<file path="src/rtl/id_stage_pipe_if.sv">
// id_stage_pipe_if: IF->ID fetch handshake plus the registered ID/EX payload.
// The fetch side (and whatever observes EX) uses the master modport.
// The decode stage uses the slave modport.
interface id_stage_pipe_if #(
  parameter int XLEN = 32
);
  logic            if_valid;
  logic [31:0]     if_inst;
  logic [XLEN-1:0] if_pc;
  logic            id_ready;

  logic            ex_ready;
  logic            ex_valid;
  logic [XLEN-1:0] ex_pc;
  logic [XLEN-1:0] ex_rs1;
  logic [XLEN-1:0] ex_rs2;
  logic [XLEN-1:0] ex_imm;
  logic [4:0]      ex_rd_addr;
  logic            ex_rd_wr_en;
  logic            ex_data_rd_en;
  logic            ex_data_wr_en;
  logic [2:0]      ex_funct3;
  logic [3:0]      ex_alu_op;
  logic            ex_alu_src1;
  logic            ex_alu_src2;
  logic            ex_cond_jump;
  logic            ex_uncond_jump;
  logic            ex_base_addr_sel;
  logic            ex_illegal;

  modport master (
    output if_valid, if_inst, if_pc, ex_ready,
    input  id_ready, ex_valid, ex_pc, ex_rs1, ex_rs2, ex_imm, ex_rd_addr,
           ex_rd_wr_en, ex_data_rd_en, ex_data_wr_en, ex_funct3, ex_alu_op,
           ex_alu_src1, ex_alu_src2, ex_cond_jump, ex_uncond_jump,
           ex_base_addr_sel, ex_illegal
  );

  modport slave (
    input  if_valid, if_inst, if_pc, ex_ready,
    output id_ready, ex_valid, ex_pc, ex_rs1, ex_rs2, ex_imm, ex_rd_addr,
           ex_rd_wr_en, ex_data_rd_en, ex_data_wr_en, ex_funct3, ex_alu_op,
           ex_alu_src1, ex_alu_src2, ex_cond_jump, ex_uncond_jump,
           ex_base_addr_sel, ex_illegal
  );
endinterface

</file>
<file path="src/rtl/id_stage_pipe.sv">
// id_stage_pipe: RV32/RV64 integer decode stage.
// It holds the ID/EX pipeline register, a load-use interlock and a saturating bubble counter.
// Optional feature, selected by macro ID_WB_BYPASS_EN: the write-back port is forwarded
// into the operand read. When the macro is undefined, the wb_* inputs are ignored.
// XLEN must be 32 or 64.
module id_stage_pipe #(
  parameter int XLEN  = 32,
  parameter int CNT_W = 16
) (
  input  logic             clk,
  input  logic             rst,
  id_stage_pipe_if.slave   bus,
  output logic [4:0]       rs1_addr,
  output logic [4:0]       rs2_addr,
  input  logic [XLEN-1:0]  rs1_rdata,
  input  logic [XLEN-1:0]  rs2_rdata,
  input  logic             wb_rd_wr_en,
  input  logic [4:0]       wb_rd_addr,
  input  logic [XLEN-1:0]  wb_rd_data,
  input  logic             flush,
  output logic [CNT_W-1:0] stall_cnt
);

  localparam logic [6:0] OPC_LUI    = 7'b0110111;
  localparam logic [6:0] OPC_AUIPC  = 7'b0010111;
  localparam logic [6:0] OPC_JAL    = 7'b1101111;
  localparam logic [6:0] OPC_JALR   = 7'b1100111;
  localparam logic [6:0] OPC_BRANCH = 7'b1100011;
  localparam logic [6:0] OPC_LOAD   = 7'b0000011;
  localparam logic [6:0] OPC_STORE  = 7'b0100011;
  localparam logic [6:0] OPC_OPIMM  = 7'b0010011;
  localparam logic [6:0] OPC_OP     = 7'b0110011;
  localparam logic [6:0] OPC_FENCE  = 7'b0001111;
  localparam logic [6:0] OPC_SYSTEM = 7'b1110011;

  // ALU codes: {funct7[5],funct3} for arithmetic.
  // Two spare encodings are used for "PC+4" (link) and "pass operand 2".
  localparam logic [3:0] ALU_ADD  = 4'b0000;
  localparam logic [3:0] ALU_ADD4 = 4'b1010;
  localparam logic [3:0] ALU_BPS2 = 4'b1011;

  typedef struct packed {
    logic [XLEN-1:0] pc;
    logic [XLEN-1:0] rs1;
    logic [XLEN-1:0] rs2;
    logic [XLEN-1:0] imm;
    logic [4:0]      rd_addr;
    logic            rd_wr_en;
    logic            data_rd_en;
    logic            data_wr_en;
    logic [2:0]      funct3;
    logic [3:0]      alu_op;
    logic            alu_src1;
    logic            alu_src2;
    logic            cond_jump;
    logic            uncond_jump;
    logic            base_addr_sel;
    logic            illegal;
  } payload_t;

  function automatic logic [XLEN-1:0] sext32(input logic [31:0] v);
    return XLEN'($signed(v));
  endfunction

  logic [31:0]     inst_s;
  logic [6:0]      opcode_s;
  logic [2:0]      funct3_s;
  logic [4:0]      rd_s;
  logic [XLEN-1:0] rs1_val_s;
  logic [XLEN-1:0] rs2_val_s;
  logic            rs1_used_s;
  logic            rs2_used_s;
  logic            writes_rd_s;
  logic            hazard_s;
  logic            advance_s;
  payload_t        pl_d;
  payload_t        pl_q;
  logic            ex_valid_q;
  logic [CNT_W-1:0] stall_cnt_q;

  assign inst_s   = bus.if_inst;
  assign opcode_s = inst_s[6:0];
  assign funct3_s = inst_s[14:12];
  assign rd_s     = inst_s[11:7];
  assign rs1_addr = inst_s[19:15];
  assign rs2_addr = inst_s[24:20];

`ifdef ID_WB_BYPASS_EN
  // Forward a same-cycle write-back so the operand is not read stale; x0 never forwards.
  always_comb begin
    if (wb_rd_wr_en && (wb_rd_addr == rs1_addr) && (rs1_addr != 5'd0)) begin
      rs1_val_s = wb_rd_data;
    end else begin
      rs1_val_s = rs1_rdata;
    end
    if (wb_rd_wr_en && (wb_rd_addr == rs2_addr) && (rs2_addr != 5'd0)) begin
      rs2_val_s = wb_rd_data;
    end else begin
      rs2_val_s = rs2_rdata;
    end
  end
`else
  logic unused_wb_s;
  assign rs1_val_s   = rs1_rdata;
  assign rs2_val_s   = rs2_rdata;
  assign unused_wb_s = ^{wb_rd_wr_en, wb_rd_addr, wb_rd_data};
`endif

  // Decode the presented instruction into the next ID/EX payload and operand-usage flags.
  always_comb begin
    pl_d          = '0;
    pl_d.pc       = bus.if_pc;
    pl_d.rs1      = rs1_val_s;
    pl_d.rs2      = rs2_val_s;
    pl_d.rd_addr  = rd_s;
    pl_d.funct3   = funct3_s;
    pl_d.alu_op   = ALU_ADD;
    writes_rd_s   = 1'b0;
    rs1_used_s    = 1'b1;
    rs2_used_s    = 1'b0;
    case (opcode_s)
      OPC_LUI: begin
        pl_d.imm      = sext32({inst_s[31:12], 12'h000});
        pl_d.alu_op   = ALU_BPS2;
        pl_d.alu_src2 = 1'b1;
        writes_rd_s   = 1'b1;
        rs1_used_s    = 1'b0;
      end
      OPC_AUIPC: begin
        pl_d.imm      = sext32({inst_s[31:12], 12'h000});
        pl_d.alu_src1 = 1'b1;
        pl_d.alu_src2 = 1'b1;
        writes_rd_s   = 1'b1;
        rs1_used_s    = 1'b0;
      end
      OPC_JAL: begin
        pl_d.imm         = sext32({{11{inst_s[31]}}, inst_s[31], inst_s[19:12],
                                   inst_s[20], inst_s[30:21], 1'b0});
        pl_d.alu_op      = ALU_ADD4;
        pl_d.alu_src1    = 1'b1;
        pl_d.uncond_jump = 1'b1;
        writes_rd_s      = 1'b1;
        rs1_used_s       = 1'b0;
      end
      OPC_JALR: begin
        pl_d.imm           = sext32({{20{inst_s[31]}}, inst_s[31:20]});
        pl_d.alu_op        = ALU_ADD4;
        pl_d.alu_src1      = 1'b1;
        pl_d.uncond_jump   = 1'b1;
        pl_d.base_addr_sel = 1'b1;
        writes_rd_s        = 1'b1;
      end
      OPC_BRANCH: begin
        pl_d.imm       = sext32({{19{inst_s[31]}}, inst_s[31], inst_s[7],
                                 inst_s[30:25], inst_s[11:8], 1'b0});
        pl_d.cond_jump = 1'b1;
        rs2_used_s     = 1'b1;
      end
      OPC_LOAD: begin
        pl_d.imm        = sext32({{20{inst_s[31]}}, inst_s[31:20]});
        pl_d.alu_src2   = 1'b1;
        pl_d.data_rd_en = 1'b1;
        writes_rd_s     = 1'b1;
      end
      OPC_STORE: begin
        pl_d.imm        = sext32({{20{inst_s[31]}}, inst_s[31:25], inst_s[11:7]});
        pl_d.alu_src2   = 1'b1;
        pl_d.data_wr_en = 1'b1;
        rs2_used_s      = 1'b1;
      end
      OPC_OPIMM: begin
        pl_d.imm      = sext32({{20{inst_s[31]}}, inst_s[31:20]});
        pl_d.alu_src2 = 1'b1;
        writes_rd_s   = 1'b1;
        // Only the shift-right pair uses funct7[5] (SRLI vs SRAI); for other ops those bits are immediate.
        if (funct3_s == 3'b101) begin
          pl_d.alu_op = {inst_s[30], funct3_s};
        end else begin
          pl_d.alu_op = {1'b0, funct3_s};
        end
      end
      OPC_OP: begin
        pl_d.alu_op = {inst_s[30], funct3_s};
        writes_rd_s = 1'b1;
        rs2_used_s  = 1'b1;
      end
      OPC_FENCE: begin
        pl_d.imm = '0;
      end
      OPC_SYSTEM: begin
        pl_d.imm = sext32({{20{inst_s[31]}}, inst_s[31:20]});
      end
      default: begin
        pl_d.illegal = 1'b1;
      end
    endcase
    pl_d.rd_wr_en = writes_rd_s && (rd_s != 5'd0);
  end

  // Load-use interlock and pipeline advance; the ready output is masked by flush and reset.
  always_comb begin
    advance_s = !ex_valid_q || bus.ex_ready;
    if (bus.if_valid && ex_valid_q && pl_q.data_rd_en && (pl_q.rd_addr != 5'd0)) begin
      hazard_s = (rs1_used_s && (pl_q.rd_addr == rs1_addr)) ||
                 (rs2_used_s && (pl_q.rd_addr == rs2_addr));
    end else begin
      hazard_s = 1'b0;
    end
    bus.id_ready = advance_s && !hazard_s && !flush && !rst;
  end

  // ID/EX register: reset, then flush, then hold on EX back-pressure, then bubble, then load.
  always_ff @(posedge clk) begin
    if (rst) begin
      ex_valid_q  <= 1'b0;
      pl_q        <= '0;
      stall_cnt_q <= '0;
    end else if (flush) begin
      ex_valid_q <= 1'b0;
    end else if (!advance_s) begin
      ex_valid_q <= ex_valid_q;
    end else if (hazard_s) begin
      ex_valid_q <= 1'b0;
      if (stall_cnt_q != {CNT_W{1'b1}}) begin
        stall_cnt_q <= stall_cnt_q + CNT_W'(1);
      end
    end else begin
      ex_valid_q <= bus.if_valid;
      pl_q       <= pl_d;
    end
  end

  assign stall_cnt            = stall_cnt_q;
  assign bus.ex_valid         = ex_valid_q;
  assign bus.ex_pc            = pl_q.pc;
  assign bus.ex_rs1           = pl_q.rs1;
  assign bus.ex_rs2           = pl_q.rs2;
  assign bus.ex_imm           = pl_q.imm;
  assign bus.ex_rd_addr       = pl_q.rd_addr;
  assign bus.ex_rd_wr_en      = pl_q.rd_wr_en;
  assign bus.ex_data_rd_en    = pl_q.data_rd_en;
  assign bus.ex_data_wr_en    = pl_q.data_wr_en;
  assign bus.ex_funct3        = pl_q.funct3;
  assign bus.ex_alu_op        = pl_q.alu_op;
  assign bus.ex_alu_src1      = pl_q.alu_src1;
  assign bus.ex_alu_src2      = pl_q.alu_src2;
  assign bus.ex_cond_jump     = pl_q.cond_jump;
  assign bus.ex_uncond_jump   = pl_q.uncond_jump;
  assign bus.ex_base_addr_sel = pl_q.base_addr_sel;
  assign bus.ex_illegal       = pl_q.illegal;

endmodule
</file>
<file path="src/flat_wrapper.sv">
// flat-port wrapper written by rule: the top's interface ports become plain ports
module id_stage_pipe_flat 
#(
  parameter int XLEN  = 32,
  parameter int CNT_W = 16
)
  (clk, rst, rs1_addr, rs2_addr, rs1_rdata, rs2_rdata, wb_rd_wr_en, wb_rd_addr, wb_rd_data, flush, stall_cnt, bus_if_valid, bus_if_inst, bus_if_pc, bus_ex_ready, bus_id_ready, bus_ex_valid, bus_ex_pc, bus_ex_rs1, bus_ex_rs2, bus_ex_imm, bus_ex_rd_addr, bus_ex_rd_wr_en, bus_ex_data_rd_en, bus_ex_data_wr_en, bus_ex_funct3, bus_ex_alu_op, bus_ex_alu_src1, bus_ex_alu_src2, bus_ex_cond_jump, bus_ex_uncond_jump, bus_ex_base_addr_sel, bus_ex_illegal);
  id_stage_pipe_if #(.XLEN(XLEN)) bus_i ();
  input  logic clk;
  input  logic rst;
  output logic [4:0] rs1_addr;
  output logic [4:0] rs2_addr;
  input  logic [XLEN-1:0] rs1_rdata;
  input  logic [XLEN-1:0] rs2_rdata;
  input  logic wb_rd_wr_en;
  input  logic [4:0] wb_rd_addr;
  input  logic [XLEN-1:0] wb_rd_data;
  input  logic flush;
  output logic [CNT_W-1:0] stall_cnt;
  input wire logic [$bits(bus_i.if_valid)-1:0] bus_if_valid;
  input wire logic [$bits(bus_i.if_inst)-1:0] bus_if_inst;
  input wire logic [$bits(bus_i.if_pc)-1:0] bus_if_pc;
  input wire logic [$bits(bus_i.ex_ready)-1:0] bus_ex_ready;
  output wire logic [$bits(bus_i.id_ready)-1:0] bus_id_ready;
  output wire logic [$bits(bus_i.ex_valid)-1:0] bus_ex_valid;
  output wire logic [$bits(bus_i.ex_pc)-1:0] bus_ex_pc;
  output wire logic [$bits(bus_i.ex_rs1)-1:0] bus_ex_rs1;
  output wire logic [$bits(bus_i.ex_rs2)-1:0] bus_ex_rs2;
  output wire logic [$bits(bus_i.ex_imm)-1:0] bus_ex_imm;
  output wire logic [$bits(bus_i.ex_rd_addr)-1:0] bus_ex_rd_addr;
  output wire logic [$bits(bus_i.ex_rd_wr_en)-1:0] bus_ex_rd_wr_en;
  output wire logic [$bits(bus_i.ex_data_rd_en)-1:0] bus_ex_data_rd_en;
  output wire logic [$bits(bus_i.ex_data_wr_en)-1:0] bus_ex_data_wr_en;
  output wire logic [$bits(bus_i.ex_funct3)-1:0] bus_ex_funct3;
  output wire logic [$bits(bus_i.ex_alu_op)-1:0] bus_ex_alu_op;
  output wire logic [$bits(bus_i.ex_alu_src1)-1:0] bus_ex_alu_src1;
  output wire logic [$bits(bus_i.ex_alu_src2)-1:0] bus_ex_alu_src2;
  output wire logic [$bits(bus_i.ex_cond_jump)-1:0] bus_ex_cond_jump;
  output wire logic [$bits(bus_i.ex_uncond_jump)-1:0] bus_ex_uncond_jump;
  output wire logic [$bits(bus_i.ex_base_addr_sel)-1:0] bus_ex_base_addr_sel;
  output wire logic [$bits(bus_i.ex_illegal)-1:0] bus_ex_illegal;
  assign bus_i.if_valid = bus_if_valid;
  assign bus_i.if_inst = bus_if_inst;
  assign bus_i.if_pc = bus_if_pc;
  assign bus_i.ex_ready = bus_ex_ready;
  assign bus_id_ready = bus_i.id_ready;
  assign bus_ex_valid = bus_i.ex_valid;
  assign bus_ex_pc = bus_i.ex_pc;
  assign bus_ex_rs1 = bus_i.ex_rs1;
  assign bus_ex_rs2 = bus_i.ex_rs2;
  assign bus_ex_imm = bus_i.ex_imm;
  assign bus_ex_rd_addr = bus_i.ex_rd_addr;
  assign bus_ex_rd_wr_en = bus_i.ex_rd_wr_en;
  assign bus_ex_data_rd_en = bus_i.ex_data_rd_en;
  assign bus_ex_data_wr_en = bus_i.ex_data_wr_en;
  assign bus_ex_funct3 = bus_i.ex_funct3;
  assign bus_ex_alu_op = bus_i.ex_alu_op;
  assign bus_ex_alu_src1 = bus_i.ex_alu_src1;
  assign bus_ex_alu_src2 = bus_i.ex_alu_src2;
  assign bus_ex_cond_jump = bus_i.ex_cond_jump;
  assign bus_ex_uncond_jump = bus_i.ex_uncond_jump;
  assign bus_ex_base_addr_sel = bus_i.ex_base_addr_sel;
  assign bus_ex_illegal = bus_i.ex_illegal;
  id_stage_pipe #(.XLEN(XLEN), .CNT_W(CNT_W)) u_core (.clk(clk), .rst(rst), .bus(bus_i), .rs1_addr(rs1_addr), .rs2_addr(rs2_addr), .rs1_rdata(rs1_rdata), .rs2_rdata(rs2_rdata), .wb_rd_wr_en(wb_rd_wr_en), .wb_rd_addr(wb_rd_addr), .wb_rd_data(wb_rd_data), .flush(flush), .stall_cnt(stall_cnt));
endmodule
</file>
<file path="config.mk">
export PLATFORM = sky130hd
export DESIGN_NAME = id_stage_pipe_flat
export DESIGN_NICKNAME = d
export VERILOG_FILES = /design/src/rtl/id_stage_pipe_if.sv /design/src/rtl/id_stage_pipe.sv /design/src/flat_wrapper.sv
export SDC_FILE = /design/constraint.sdc
export NUM_CORES = 1
export LEC_CHECK = 0
export ABC_AREA = 0
export BUFFER_PORTS_ARGS = -buffer_cell sky130_fd_sc_hd__buf_2
export CORE_MARGIN = 8
export CORE_UTILIZATION = 40
export CTS_BUF_LIST = sky130_fd_sc_hd__clkbuf_4 sky130_fd_sc_hd__clkbuf_8 sky130_fd_sc_hd__clkbuf_16
export DETAILED_ROUTE_END_ITERATION = 8
export PLACE_DENSITY = 0.7
export SKIP_CTS_REPAIR_TIMING = 1
export SYNTH_ARGS = -nofsm -noshare
export SYNTH_HDL_FRONTEND = slang
export SYNTH_SLANG_ARGS = --single-unit
export TNS_END_PERCENT = 5
</file>
<file path="constraint.sdc">
create_clock -name clk -period 6.91 [get_ports clk]
set_input_delay 1.382 -clock clk [delete_from_list [all_inputs] [get_ports clk]]
set_output_delay 1.382 -clock clk [all_outputs]
set_load 0.02 [all_outputs]
</file>
==> results.yml, run 1 <==
synthesis:
  synth_nets: 1048
  synth.area.top_cells: "dfxtp_1 (43%), nand4b_1 (12%), nand2b_1 (9.6%)"
  netlist.area_leader.share: 0.4285
  async_reset_ff_frac: 0
  synth_edf_count: 0
  synth_top_cells_by_count: "dfxtp_1 (166), o21ai_0 (131), nand2b_1 (119)"
  syn_area_per_cell_um2: 8.854
  ys_seq_elements: 166
  yosys_warnings: 0
  synth_seq_area_share: 0.4285
  synthFlopType: "dfxtp_1"
  ys_types: 49
  synthCells: 876
  yosys.area.top_type: "dfxtp_1"
  synth_most_common_cell: "dfxtp_1"
  syn_area_um2: 7756
run_status:
  status: "completed"
detailed_routing:
  drt-total-wl_um: 25840
  antenna_left: 0
  dr.pass1.iters: 4
  drt_iter0_drc: 418
  drc: 0
  wl_per_cell_um: 18.59
  vias_per_cell: 5.399
  vias: 7504
final_layout:
  n_fill_cell: 1902
  drive_gt1_frac: 0.3360
  fin_area_um2: 9937
  syn_to_final_growth_pct: 28.12
  finalNonFillerCells: 1390
  fin_nets: 1284
  n_antenna_cell: 0
worst_setup_path:
  cp-end-kind: "output port"
  crit_type: "in2out"
  cp_slowest_stage_delay_ns: 0.82
  cp.required_ns: 5.53
  critPathLaunchType: "input pin"
  crit_chain: "buf_2 > nor2b_1 > nor4bb_4 > a2111oi_4 > o211ai_4 > buf_4 > nand2_1 > nor2_1 > buf_2"
  slowest_stage: "nor4bb_4"
  cpMostUsedCell: "buf_2"
  worstPathArrival_ns: 3.97
  critical_path.max_fanout: 45
power_and_ir_drop:
  p_leak_uw: 0.004047
  powerDensity_nw_per_um2: 243.5
  ir_drop_v: 0.0001588
placed_design:
  post_dp_cell_area_um2: 9294
  io_buffers: 309
  hpwl_um: 17660
  placed_cells: 1358
  post-place-ws_ns: 1.571
  gp_congestion: 0.8901
global_routing:
  grt_pass1_wl_um: 39610
  grt_pass1_vias: 7144
  antenna_found_initial: 1
  grt_max_degree: 129
  grt_overflow: 0
  grt_usage: 0.2045
timing:
  worstMarginPinSlew_ns: 0.9803
  finalCriticalPeriod_ns: 5.353
  setup_slack_ns: 1.557
  fin_skew_ns: 0.01106
  fin_setup_tns_ns: 0
  finalMaxSlewViolations: 0
  fin_crit_sh: 0.7747
  relSlewSlack: 0.3455
  setup_viol: 0
  finalHoldViolCount: 0
  max_freq_ghz: 0.1868
  rsz0062_at_grt: "no"
cts:
  clk_latency_ns: 0.43
  htree_levels: 4
  cts_tree: "done"
  numClockSinks: 166
  cts-buffers-inserted: 17
  cts-root-buf: "clkbuf_16"
  clockBufferDepth: 2
  path_clk_slew_ns: 0.06
floorplanning:
  num_io_pins: 348
  die_w_um: 155.3
  coreArea_um2: 19270
  start_util: 0.4025
  floorplan.rows: 51
  die_h_um: 155.3
  dieArea_um2: 24100
min_path:
  hold_class: "reg2reg"
job:
  cap_violations: 0
cell usage in the layout (no fill, tap or decap), types with 2 or more instances in the layout:
cell       count
o22ai_1        3
nand2_1       36
or2_2          3
a211oi_1       6
o21ai_0      131
or3_1         12
a21o_1         2
a22oi_1        6
buf_2        308
clkinv_4       3
buf_4          9
nor2_1        22
a31oi_1        2
o211ai_1       3
inv_1          6
a311oi_2      13
nand4b_1     106
nand2b_1     119
o31ai_1        5
a21oi_1       50
o2111ai_1      2
nor3_1         6
xnor2_1        9
inv_6          6
dfxtp_1      166
nand4_1       11
mux2i_1        6
or4_1          4
bufinv_16      4
a311oi_1       9
nor2b_1        3
nand3_1       12
a211oi_2       3
xor2_1         3
clkbuf_16     17
worst paths after layout:
| kind | startpoint | to | slack (ns) | cells after the start |
|---|---|---|---|---|
| max reg2reg | u_core.bus.ex_rd_addr[0] | u_core.bus.ex_rs1[19] | 3.52 | 7 |
| max | bus_if_inst[4] | bus_id_ready | 1.56 | 9 |
| min reg2reg | u_core.bus.ex_pc[13] | u_core.bus.ex_pc[13] | 0.47 | 2 |
| min | u_core.bus.ex_pc[13] | u_core.bus.ex_pc[13] | 0.47 | 2 |
flip-flops by register name, indices dropped and copies added (netlist names):
| signal | count |
|---|---|
| u_core.bus.ex_alu_op | 4 |
| u_core.bus.ex_alu_src1 | 1 |
| u_core.bus.ex_alu_src2 | 1 |
| u_core.bus.ex_base_addr_sel | 1 |
| u_core.bus.ex_cond_jump | 1 |
| u_core.bus.ex_data_rd_en | 1 |
| u_core.bus.ex_data_wr_en | 1 |
| u_core.bus.ex_funct3 | 3 |
| u_core.bus.ex_illegal | 1 |
| u_core.bus.ex_imm | 32 |
| u_core.bus.ex_pc | 32 |
| u_core.bus.ex_rd_addr | 5 |
| u_core.bus.ex_rd_wr_en | 1 |
| u_core.bus.ex_rs1 | 32 |
| u_core.bus.ex_rs2 | 32 |
| u_core.bus.ex_uncond_jump | 1 |
| u_core.bus.ex_valid | 1 |
| u_core.stall_cnt | 16 |
cells by family after synthesis:
group / synth area share
buffers and inverters: 0.06081
multiplexers: 0.007743
XOR/XNOR: 0.01355
AO/OA/AOI/OAI: 0.1960
adder cells (fa/ha/maj): 0.001613
AND/OR/NAND/NOR: 0.2918
flip-flops: 0.4285
per-layer routing:
| metal | up-vias | track usage | part of all wire |
|---|---|---|---|
| met2 | 293 | 0.3259 | 0.47 |
| met1 | 3546 | 0.2522 | 0.42 |
| met5 | - | 0 | 0.00046 |
| met4 | 2 | 0.06007 | 0.015 |
| li1 | 3638 | - | - |
| met3 | 25 | 0.07878 | 0.10 |
cell type report:
class	instances	area (µm²)	share of cell area
Inverter	6	22.52	0.002266
Clock inverter	14	210.2	0.02115
Tap cell	265	331.6	0.03337
Clock buffer	18	432.9	0.04357
Multi-Input combinational cell	603	3996	0.4022
Timing Repair Buffer	318	1620	0.1631
Sequential cell	166	3323	0.3344
worst max-delay path: cells and delay by family:
kind | cells | cell delay (ns)
and+or+nand+nor | 4 | 1.32
buffers and inverters | 3 | 0.89
AOI/OAI and AO/OA | 2 | 0.35
where the power goes:
part	internal, µW	switching, µW
clock network	621	422
logic	129	213
registers	1010	28.3
total	1760	663
through the flow:
step,power (µW),util,hold slack (ns)
2_1_floorplan,1264,-,0.5460
3_3_place_gp,1395,0.4823,0.4554
3_5_place_dp,1399,0.4823,0.4594
4_1_cts,2445,0.5156,0.4727
5_1_grt,2514,0.5156,0.4909
6_report,2419,0.5156,0.4693
No activity file was read; power rests on OpenSTA's default activity.
==> run 2, diff against run 1 <==
ABC_AREA = 1   (was 0)
PLACE_DENSITY = 0.71   (was 0.7)
clock period = 5.5 ns   (was 6.91 ns; I/O delays follow)
==> results.yml, run 2 <==
synthesis:
  synth_seq_area_share: 0.4598
  synth_top_cells_by_count: "nor2_1 (280), nand2_1 (169), dfxtp_1 (166)"
  yosys_warnings: 0
  netlist.area_leader.share: 0.4598
  synth.area.top_cells: "dfxtp_1 (46%), nor2_1 (15%), nand2_1 (8.8%)"
  async_reset_ff_frac: 0
  yosys.area.top_type: "dfxtp_1"
  synthCells: 1018
  synth_edf_count: 0
  ys_types: 32
  syn_area_per_cell_um2: 7.099
  synthFlopType: "dfxtp_1"
  ys_seq_elements: 166
  synth_most_common_cell: "nor2_1"
  syn_area_um2: 7227
  synth_nets: 1190
cts:
  path_clk_slew_ns: 0.07
  cts-buffers-inserted: 17
  clockBufferDepth: 2
  clk_latency_ns: 0.43
  cts_tree: "done"
  cts-root-buf: "clkbuf_16"
  htree_levels: 4
  numClockSinks: 166
detailed_routing:
  dr.pass1.iters: 5
  drc: 0
  wl_per_cell_um: 15.54
  vias: 7437
  vias_per_cell: 4.861
  drt-total-wl_um: 23770
  drt_iter0_drc: 433
  antenna_left: 0
final_layout:
  drive_gt1_frac: 0.2873
  n_fill_cell: 1798
  syn_to_final_growth_pct: 29.02
  fin_nets: 1455
  fin_area_um2: 9324
  layout_commonest_cell: "buf_2"
  final_cell_mix: "buf_2 (309), nor2_1 (280), nand2_1 (169), dfxtp_1 (166), o21ai_1 (109)"
global_routing:
  grt_overflow: 0
  grt_max_degree: 144
  grt_pass1_vias: 6886
  grt_pass1_wl_um: 36000
  antenna_found_initial: 5
  grt_usage: 0.1986
worst_setup_path:
  crit_chain: "buf_2 > nand2_1 > inv_1 > nand3_1 > nand2_2 > inv_2 > nand3_2 > nand2_4 > nand2_8 > nand2_8 > nor2_2 > buf_2"
  critPathLaunchType: "input pin"
  cp_slowest_stage_delay_ns: 0.33
  cp-end-kind: "output port"
  worstPathArrival_ns: 3.26
  rr_worst_depth: 8
  r2r_end: "u_core.bus.ex_illegal"
  cp.required_ns: 4.40
  r2r_setup_slack_ns: 2.38
  crit_type: "in2out"
  critical_path.max_fanout: 87
  slowest_stage: "nand2_8"
  r2r_start: "u_core.bus.ex_valid"
timing:
  finalMaxSlewViolations: 0
  rsz0062_at_grt: "no"
  fin_setup_tns_ns: 0
  fin_crit_sh: 0.7919
  finalCriticalPeriod_ns: 4.355
  worstMarginPinSlew_ns: 1.111
  max_freq_ghz: 0.2296
  setup_viol: 0
  relSlewSlack: 0.2594
  finalHoldViolCount: 0
  fin_skew_ns: 0.009403
power_and_ir_drop:
  ir_drop_v: 0.0002140
  p_leak_uw: 0.004622
  powerDensity_nw_per_um2: 330.8
placed_design:
  hpwl_um: 17230
  io_buffers: 309
  post_dp_cell_area_um2: 8647
  gp_congestion: 0.9242
floorplanning:
  floorplan.rows: 49
  dieArea_um2: 22620
  start_util: 0.4051
  num_io_pins: 348
  die_w_um: 150.4
  coreArea_um2: 17840
  die_h_um: 150.4
min_path:
  hp-start: "u_core.bus.ex_imm[30]"
  hold_class: "reg2reg"
  min_path_cells: 2
  holdPathEnd: "u_core.bus.ex_imm[30]"
run_status:
  status: "completed"
job:
  cap_violations: 0
==> run 2: cell count changes in the layout (fill, tap and decap cells not counted), moves of 23 or more <==
cell,delta
o21ai_1,+109
nand4b_1,-106
nand2b_1,-119
nand3_1,+23
nor2_1,+258
o21ai_0,-111
inv_1,+45
nand2_1,+133
==> run 2: cell type report <==
cell class              instances  area (µm²)  area share
flip-flops and latches        166        3323      0.3564
multi-input cells             728        3241      0.3476
repair buffers                313        1577      0.1691
clock buffers                  17       425.4     0.04563
well taps                     229       286.5     0.03073
clock inverters                14       236.5     0.02536
inverters                      57       220.2     0.02362
diodes                          6       15.01    0.001610
==> run 2: worst max-delay path by stage <==
| stage | slack, ns | end | startpoint |
|---|---|---|---|
| 4_1_cts | 1.14 | bus_id_ready | bus_if_inst[1] |
| 5_1_grt | 0.89 | bus_id_ready | bus_if_inst[1] |
| 6_report | 1.14 | bus_id_ready | bus_if_inst[1] |
| 3_5_place_dp | 1.14 | bus_id_ready | bus_if_inst[1] |
| 2_1_floorplan | 2.10 | bus_id_ready | bus_if_inst[1] |
| 3_3_place_gp | 1.16 | bus_id_ready | bus_if_inst[1] |
==> run 2: logic make-up after synthesis <==
family	Yosys count	synth area share
DFF	166	0.4598
and+or+nand+nor	542	0.3144
buffers and inverters	124	0.09176
xor gates and xnor gates	7	0.008484
AOI/OAI and AO/OA	178	0.1238
adders and majority gates	1	0.001731
==> run 2: report_power, final <==
part / internal [µW] / switching, µW
Clock: 821 / 535
Combinational: 143 / 283
Sequential: 1270 / 34.3
Total: 2230 / 853
==> run 2: stage by stage <==
step / setup slack (ns) / cells / util / hold WS (ns) / power (µW)
after floorplan: 2.101 / 1018 / - / 0.5402 / 1603
after CTS: 1.144 / 1524 / 0.5218 / 0.4621 / 3116
after global routing: 0.8905 / 1529 / 0.5225 / 0.4759 / 3212
final: 1.145 / 1530 / 0.5226 / 0.4631 / 3085
after detailed placement: 1.144 / 1493 / 0.4847 / 0.4517 / 1759
after global placement: 1.161 / 1493 / 0.4847 / 0.4495 / 1752
==> run 2: critical path: cells and delay by family <==
family | cells | cell delay, ns
buffers and inverters | 4 | 0.51
AND/OR/NAND/NOR | 8 | 1.60
==> run 2: per-layer routing <==
| metal | vias up | part of all wire | track usage |
|---|---|---|---|
| li1 | 3788 | - | - |
| met1 | 3312 | 0.39 | 0.2284 |
| met2 | 297 | 0.49 | 0.3372 |
| met3 | 40 | 0.094 | 0.05711 |
| met4 | 0 | 0.024 | 0.08696 |
| met5 | - | 0 | 0 |
==> run 3, diff against run 2 <==
PLACE_DENSITY = 0.74   (was 0.71)
clock period = 3.7 ns   (was 5.5 ns; I/O delays follow)
==> results.yml, run 3 (synthesized netlist as in run 2, its figures left out) <==
worst_setup_path:
  r2r_start: "u_core.bus.ex_rd_addr[2]"
  cp_slowest_stage_delay_ns: 0.24
  worstPathArrival_ns: 2.44
  r2r_setup_slack_ns: 1.28
  crit_chain: "buf_2 > nand2_1 > inv_1 > nand3_1 > nand2_2 > inv_2 > nand3_2 > nand2_4 > nand2_8 > nand2_8 > nor2_2 > buf_2"
  cp.required_ns: 2.96
  critical_path.max_fanout: 14
  critPathTopFamily: "simple AND/OR/NAND/NOR gates"
  r2r_end: "u_core.bus.ex_pc[1]"
  slowest_stage: "nand2_2"
  critPathLaunchType: "input pin"
  cp-end-kind: "output port"
  crit_type: "in2out"
  rr_worst_depth: 9
  critPathBufInv: 4
final_layout:
  fin_area_um2: 9285
  drive_gt1_frac: 0.2895
  n_fill_cell: 1809
  fin_nets: 1459
  syn_to_final_growth_pct: 28.48
  layout_commonest_cell: "buf_2"
  final_cell_mix: "buf_2 (309), nor2_1 (280), nand2_1 (169), dfxtp_1 (166), o21ai_1 (109)"
  post-route-util: 0.5204
power_and_ir_drop:
  ir_drop_v: 0.0003056
  total_power_uw: 4306
  powerDensity_nw_per_um2: 463.7
  p_leak_uw: 0.004599
detailed_routing:
  dr.pass1.iters: 5
  drt_iter0_drc: 464
  drt-total-wl_um: 23650
  vias: 7447
  wl_per_cell_um: 15.47
  drc: 0
  vias_per_cell: 4.871
  antenna_left: 0
cts:
  clk_latency_ns: 0.42
  cts-buffers-inserted: 17
  htree_levels: 4
  numClockSinks: 166
  cts-root-buf: "clkbuf_16"
  path_clk_slew_ns: 0.06
  cts_tree: "done"
  clockBufferDepth: 2
floorplanning:
  floorplan.rows: 49
  coreArea_um2: 17840
  die_h_um: 150.4
  start_util: 0.4051
  die_w_um: 150.4
  dieArea_um2: 22620
  num_io_pins: 348
job:
  cap_violations: 0
global_routing:
  grt_pass1_wl_um: 36310
  grt_overflow: 0
  grt_pass1_vias: 6892
  grt_max_degree: 146
  grt_usage: 0.2013
  antenna_found_initial: 2
timing:
  finalHoldViolCount: 0
  fin_crit_sh: 0.8598
  finalCriticalPeriod_ns: 3.181
  rsz0062_at_grt: "no"
  fin_skew_ns: 0.01182
  setup_viol: 0
  fin_setup_tns_ns: 0
  relSlewSlack: 0.4786
  finalMaxSlewViolations: 0
  max_freq_ghz: 0.3143
  worstMarginPinSlew_ns: 0.7821
placed_design:
  post_dp_cell_area_um2: 8715
  io_buffers: 309
  gp_congestion: 0.9295
  hpwl_um: 17320
min_path:
  hold_class: "reg2reg"
  hp-start: "u_core.bus.ex_imm[0]"
  min_path_cells: 2
  holdPathEnd: "u_core.bus.ex_imm[0]"
run_status:
  status: "completed"
-- run 3: changes by cell type in the layout (fill, tap and decap cells not counted), sizes merged --
cell / delta
clkinv: +2
diode: -5
clkinvlp: +3
inv: -1
buf: +4
bufinv: -4
-- run 3: area by class of cell --
cell class | instances | area, µm² | area share
Sequential cell | 166 | 3323 | 0.3579
Inverter | 57 | 220.2 | 0.02372
Tap cell | 229 | 286.5 | 0.03086
Clock buffer | 17 | 425.4 | 0.04582
Multi-Input combinational cell | 728 | 3241 | 0.3490
Clock inverter | 14 | 142.6 | 0.01536
Timing Repair Buffer | 317 | 1644 | 0.1771
Antenna cell | 1 | 2.502 | 0.0002695
-- run 3: per-layer routing --
metal  part of all wire  global-route usage  vias to the layer above
li1                   -                   -                     3798
met1               0.40              0.2359                     3331
met2               0.49              0.3448                      277
met3              0.095             0.05921                       37
met4              0.017             0.06697                        4
met5             0.0011                   0                        -
-- run 3: worst max path at each step --
| stage | from | to | slack, ns | cells after the start |
|---|---|---|---|---|
| after global routing | bus_if_inst[1] | bus_id_ready | 0.39 | 12 |
| final | bus_if_inst[1] | bus_id_ready | 0.52 | 12 |
| after floorplan | bus_if_inst[1] | bus_id_ready | 1.02 | 11 |
| after detailed placement | bus_if_inst[1] | bus_id_ready | 0.52 | 12 |
| after global placement | bus_if_inst[1] | bus_id_ready | 0.54 | 12 |
| after CTS | bus_if_inst[1] | bus_id_ready | 0.52 | 12 |
-- run 3: metrics by stage --
step | cells | setup slack [ns] | hold slack [ns]
3_3_place_gp | 1497 | 0.5420 | 0.4501
2_1_floorplan | 1018 | 1.021 | 0.5402
4_1_cts | 1528 | 0.5184 | 0.4624
6_report | 1529 | 0.5186 | 0.4621
3_5_place_dp | 1497 | 0.5236 | 0.4522
5_1_grt | 1528 | 0.3865 | 0.4783
-- run 3: power breakdown --
group	switching (µW)	internal, µW
Clock	788	943
Sequential	50.0	1880
Combinational	422	219
Total	1260	3050
-- run 3: tightest hold or removal path, stage by stage, from the launching register on --
cell and delay, ns:
dfxtp_1 0.31, nand2_1 0.06, a21oi_1 0.05
